===== config.mk =====
export PLATFORM = sky130hd
export DESIGN_NAME = note_seq
export DESIGN_NICKNAME = d
export VERILOG_FILES = /design/src/rtl/note_seq.sv
export SDC_FILE = /design/constraint.sdc
export NUM_CORES = 1
export LEC_CHECK = 0
export CAP_MARGIN = 25
export CORE_MARGIN = 5
export CORE_UTILIZATION = 47
export CTS_BUF_LIST = sky130_fd_sc_hd__clkbuf_16
export DETAILED_ROUTE_END_ITERATION = 10
export PLACE_DENSITY = 0.95
export SYNTH_ARGS = -nofsm -noshare
export SYNTH_HDL_FRONTEND = slang
export SYNTH_SLANG_ARGS = --single-unit

===== constraint.sdc =====
create_clock -name clk -period 5.8 [get_ports clk]
set_clock_uncertainty 0.05 [all_clocks]
set_input_delay 1.16 -clock clk [delete_from_list [all_inputs] [get_ports clk]]
set_output_delay 1.16 -clock clk [all_outputs]
set_load 0.1 [all_outputs]

===== src/rtl/note_seq.sv =====
// Score sequencer: fetches 16-bit note entries and drives the tone divider and beat counter; NOTE_SEQ_LOOP_EN repeats the score.
// Latency: start -> rom_rd next cycle -> tone valid 3 cycles after start is sampled; beat period beat_len+2, note gap 2 cycles.
// Backpressure: none; ROM answers the cycle after rom_rd, beat_finish paces each beat, stop aborts from any state.
module note_seq #(
    parameter int ADDR_W = 8
) (
    input  logic              clk,
    input  logic              rstn,
    input  logic              start,
    input  logic              stop,
    input  logic [27:0]       beat_len,
    output logic              rom_rd,
    output logic [ADDR_W-1:0] rom_addr,
    input  logic [15:0]       rom_data,
    input  logic              beat_finish,
    output logic [27:0]       beat_cnt_parameter,
    output logic              beat_en,
    output logic              beat_rstn,
    output logic [4:0]        tone_idx,
    output logic              tone_en,
    output logic              busy,
    output logic              done
);

    localparam logic [1:0] S_IDLE  = 2'd0;
    localparam logic [1:0] S_FETCH = 2'd1;
    localparam logic [1:0] S_WAIT  = 2'd2;
    localparam logic [1:0] S_PLAY  = 2'd3;

    logic [1:0]  state;
    logic [2:0]  beats_left;
    logic [4:0]  entry_pitch;
    logic [2:0]  entry_dur;
    logic [27:0] beat_len_eff;
    logic        unused_reserved;

    assign entry_pitch     = rom_data[15:11];
    assign entry_dur       = rom_data[10:8];
    assign unused_reserved = ^rom_data[7:0];

    // A zero tempo would never let the counter finish, so it runs as one.
    assign beat_len_eff = (beat_len == '0) ? 28'd1 : beat_len;

    assign rom_rd  = (state == S_FETCH);
    assign beat_en = (state == S_PLAY);
    assign busy    = (state != S_IDLE);

    always_ff @(posedge clk or negedge rstn) begin
        if (!rstn) begin
            state              <= S_IDLE;
            rom_addr           <= '0;
            beats_left         <= 3'd0;
            beat_cnt_parameter <= 28'd1;
            beat_rstn          <= 1'b0;
            tone_idx           <= 5'd0;
            tone_en            <= 1'b0;
            done               <= 1'b0;
        end else begin
            done <= 1'b0;
            if (stop) begin
                state     <= S_IDLE;
                rom_addr  <= '0;
                tone_en   <= 1'b0;
                beat_rstn <= 1'b0;
            end else begin
                case (state)
                    S_IDLE: begin
                        if (start) begin
                            state    <= S_FETCH;
                            rom_addr <= '0;
                        end
                    end
                    S_FETCH: begin
                        state <= S_WAIT;
                    end
                    S_WAIT: begin
                        if (entry_dur == 3'd0) begin
                            done     <= 1'b1;
                            rom_addr <= '0;
`ifdef NOTE_SEQ_LOOP_EN
                            state    <= S_FETCH;
`else
                            state    <= S_IDLE;
                            tone_en  <= 1'b0;
`endif
                        end else begin
                            state              <= S_PLAY;
                            tone_idx           <= entry_pitch;
                            tone_en            <= (entry_pitch != 5'd0);
                            beats_left         <= entry_dur;
                            beat_rstn          <= 1'b0;
                            beat_cnt_parameter <= beat_len_eff;
                        end
                    end
                    S_PLAY: begin
                        // beat_rstn low marks the restart cycle; a finish seen then belongs to the old beat.
                        if (!beat_rstn) begin
                            beat_rstn <= 1'b1;
                        end else if (beat_finish) begin
                            beat_rstn <= 1'b0;
                            if (beats_left > 3'd1) begin
                                beats_left         <= beats_left - 3'd1;
                                beat_cnt_parameter <= beat_len_eff;
                            end else begin
                                state    <= S_FETCH;
                                rom_addr <= rom_addr + ADDR_W'(1);
                            end
                        end
                    end
                    default: begin
                        state <= S_IDLE;
                    end
                endcase
            end
        end
    end

endmodule


==> Yosys cells after proc, flatten, opt, wreduce, memory -nomap -nowiden <==
Cells that the tools add are included.
{ "op_classes": {"add_sub_neg": 2, "mul": 0, "div_mod_pow": 0, "order_cmp": 1, "eq_ne": 13, "shifts": 0, "mux": 36, "n_bitwise": 2, "reduce_logical": 14} }
{ "ops": {"columns": ["op", "n"], "rows": [
  ["$mux W28", 5],
  ["$pmux W28 S2", 1],
  ["$mux W8", 6],
  ["$logic_not A28 Y1", 1],
  ["$pmux W8 S3", 1],
  ["$ne A3 B3 Y1 const B", 5],
  ["$mux W2", 6],
  ["$mux W3", 4],
  ["$reduce_and A6 Y1", 2],
  ["$mux W1", 10],
  ["$add A8 B1 Y8 const B", 1],
  ["$pmux W2 S4", 1],
  ["$pmux W3 S2", 1],
  ["$reduce_bool A2 Y1", 3],
  ["$reduce_bool A5 Y1", 1],
  ["$eq A2 B2 Y1 const B", 2],
  ["$ne A2 B1 Y1 const B", 2],
  ["$ne A2 B2 Y1 const B", 2],
  ["$reduce_and A4 Y1", 1],
  ["$reduce_bool A4 Y1", 1],
  ["$gt A3 B1 Y1 const B", 1],
  ["$logic_not A3 Y1", 1],
  ["$ne A3 B2 Y1 const B", 1],
  ["$reduce_and A3 Y1", 1],
  ["7 further kinds", 8]
]} }
{ "word_totals": {"reg_bits": 49, "latchBits": 0, "mem_bits_rw": 0, "mem_bits_ro": 0, "n_memories": 0} }

==> Longest topological paths before layout <==
{ "depth": {"word_depth": 6, "ltp_mapped": 9, "ltp_nobuf": 7} }

==> Worst setup path after synthesis <==
Ideal clock, no wire load.
{ "synth_path": {"path_kind": "register to output", "from": "register state[0]", "to": "output port busy", "arrival_ns": 1.314, "required_time_ns": 4.590, "setup_slack_ns": 3.276, "path_stages_with_launch": 4, "cell_sequence": "dfrtp_1 > inv_1 > ha_1 > inv_1"} }
{ "synth_between": {"elab_chain_len": 1} }
{ "synth_rtl": {"columns": ["element", "line_no", "source"], "rows": [
  ["start: declaration", "30", "logic [1:0] state;"],
  ["start signal: assignment", "50", "state <= S_IDLE;"],
  ["start signal: assignment", "61", "state <= S_IDLE;"],
  ["start signal: assignment", "69", "state <= S_FETCH;"],
  ["$reduce_bool A2 Y1", "46", "assign busy = (state != S_IDLE);"],
  ["end: declaration", "21", "output logic busy,"]
]} }
Every way passes these cells.

==> Worst setup path after layout <==
Same ends and word-level chain as after synthesis.

==> flow_metrics.tcl <==
set metrics [dict create \
    clockRootBuffer "clkbuf_16" \
    required_ps 4590 \
    avgSynthCellArea_sq_um 12.0 \
    startpoint_type "register" \
    yosysWarningCount 0 \
    grt_pass1_vias 2042 \
    port_buffers 87 \
    wl_um 5750 \
    row_count 26 \
    syn_nets 264 \
    antenna_found_initial 0 \
    worstPathMaxFanout 5 \
    wire_per_inst_um 15.8 \
    reg2regPathDepth 6 \
    area_growth_pct 42.2 \
    async_flop_share_pct 100 \
    drcViolationCount 0 \
    fin_crit_ps 3510 \
    min_path_type "reg2reg" \
    grt_usage_pct 17.1 \
    die_width_um 82.9 \
    ys_types 53 \
    n_antenna_cell 0 \
    initial_core_util_pct 48.6 \
    grt_max_degree 35 \
    fillers 397 \
    worstHoldStart "beat_cnt_parameter[0]" \
    synth_area_leaders "dfrtp_1, mux2_2, ha_1" \
    cts_buffer_depth 2 \
    end_kind "output pin" \
    first_pass_iters 4 \
    yosysTopAreaCell "dfrtp_1" \
    clk-insertion-delay-late_ps 280 \
    finalInstanceArea_sq_um 3550 \
    final_nets 350 \
    clkTransAtPathRegs_ps 60 \
    postSynthCellCount 208 \
    io_pins 96 \
    synth-edff-count 0 \
    placed_area_sq_um 3390 \
    cts_resized 0 \
    maxCapViolCount 0 \
    numCtsBuffers 5 \
    finalCritPeriodShare_pct 60.5 \
    timing.rr.start "state[0]" \
    ant_nets 0 \
    hold_buffers 0 \
    grt_pass1_wl_um 9850 \
    setup_violations 0 \
    fin_tns_setup_ps 0 \
    slew_violations 0 \
    yosysTopAreaCellShare_pct 48.1 \
    drtIter0Drc 65 \
    synth_flop_cell "dfrtp_1" \
    place_congestion 0.785 \
    rsz0062_at_grt "false" \
    vias 1917 \
    fmax_mhz 285 \
    clock_sinks 49 \
    yosysSeqAreaShare_pct 49.1 \
    dieArea_sq_um 6870 \
    hpwl_um 4540 \
    cts_setup_buffers 0 \
    hold_viol 0 \
    relSlewSlack_pct 32.9 \
    die_y_um 82.9 \
    hold_path_end "beat_cnt_parameter[0]" \
    synth-seq-cells 49 \
    cts_tree "done" \
    htree_levels 2 \
    syn_area_sq_um 2500 \
    path_class "reg2out" \
    hold-path-cell-count 2 \
    worstMarginPinSlew_ps 1000 \
    layout-drive-gt1-share_pct 16.9 \
    run_status "completed" \
    grt_remaining_overflow 0 \
    r2r-end "rom_addr[1]" \
    r2r_slack_ps 3440 \
    via_per_inst 5.25 \
    core_area_sq_um 5140 \
    cp.arrival_ps 2300 \
]
[routing by layer]
layer	track usage [%]	routed length, um	up-vias
li1	-	-	933
met1	20.3	2330	930
met2	30.4	3020	46
met3	4.36	318	8
met4	4.61	83	0
met5	0	0	-
[cell usage after synthesis (2+ instances only)]
master and n:
o31ai_1 4, ha_1 7, nand3_1 4, o21ai_1 3
a21oi_1 6, inv_1 7, o21ai_0 11, buf_6 5
a22oi_1 4, mux2_1 5, buf_2 2, and3_1 2
dfrtp_1 48, nand2b_1 7, or2_2 2, and2_1 2
nor4_1 7, mux2i_1 2, nor2b_1 2, nand2_1 14
nor2_1 7, mux2_4 2, mux2_2 25
[placed cells by master (no fill, tap or decap), types with 3 or more instances in the layout]
| master | n |
|---|---|
| a21oi_1 | 6 |
| a22oi_1 | 4 |
| clkbuf_16 | 5 |
| clkdlybuf4s50_1 | 86 |
| dfrtp_1 | 48 |
| ha_1 | 7 |
| inv_1 | 7 |
| mux2_1 | 5 |
| mux2_2 | 25 |
| nand2_1 | 14 |
| nand2b_1 | 7 |
| nand3_1 | 4 |
| nor2_1 | 7 |
| nor4_1 | 7 |
| o21ai_0 | 11 |
| o21ai_1 | 3 |
| o31ai_1 | 4 |
[final cells by class]
| cell class | count | area (sq um) | share of cell area, % |
|---|---|---|---|
| clock inverters | 3 | 41.3 | 1.16 |
| well taps | 70 | 87.6 | 2.46 |
| clock buffers | 5 | 125 | 3.52 |
| repair buffers | 88 | 886 | 24.9 |
| multi-input cells | 143 | 1160 | 32.6 |
| flip-flops and latches | 49 | 1230 | 34.5 |
| inverters | 7 | 26.3 | 0.739 |
[cells by family (layout without fill, tap and decap cells)]
family,count (synthesis),after routing,share of synthesized area (%)
adder cells (fa/ha/maj),7,7,3.51
multiplexers,34,34,15.5
AO/OA/AOI/OAI,42,42,12.6
flip-flops,49,49,49.1
AND/OR/NAND/NOR,60,60,14.8
buffers and inverters,16,103,4.46
[flip-flops by register name, indices dropped and copies added, names as in the netlist]
register / count
beat_cnt_parameter: 28
rom_addr: 8
tone_idx: 5
beats_left: 3
state: 2
beat_rstn: 1
done: 1
tone_en: 1
[worst max-delay path, cell delays in order (launching register included)]
cell	delay, ps
dfrtp_1	430
inv_1	90
ha_1	210
inv_1	130
clkdlybuf4s50_1	1160
[how the worst max path moves through the flow]
stage / end / from / slack [ps] / cells past startpoint
after floorplan: busy / state[0] / 3280 / 3
after global placement: rom_addr[1] / stop / 2470 / 6
after detailed placement: rom_addr[1] / stop / 2430 / 6
after CTS: busy / state[0] / 2280 / 4
after global routing: busy / state[0] / 2180 / 4
final: busy / state[0] / 2290 / 4
[stage by stage]
stage / cells / util [%] / worst slack [ps] / hold slack, ps
after global routing: 365 / 69.1 / 2180 / 464
after floorplan: 208 / - / 3280 / 396
after CTS: 365 / 69.1 / 2280 / 441
after global placement: 356 / 65.5 / 2470 / 413
after detailed placement: 357 / 65.9 / 2430 / 432
final: 365 / 69.1 / 2290 / 437
Power is left out: the tool's default activity adds up to more than one toggle a clock period on the data nets, which glitch-free logic cannot reach.
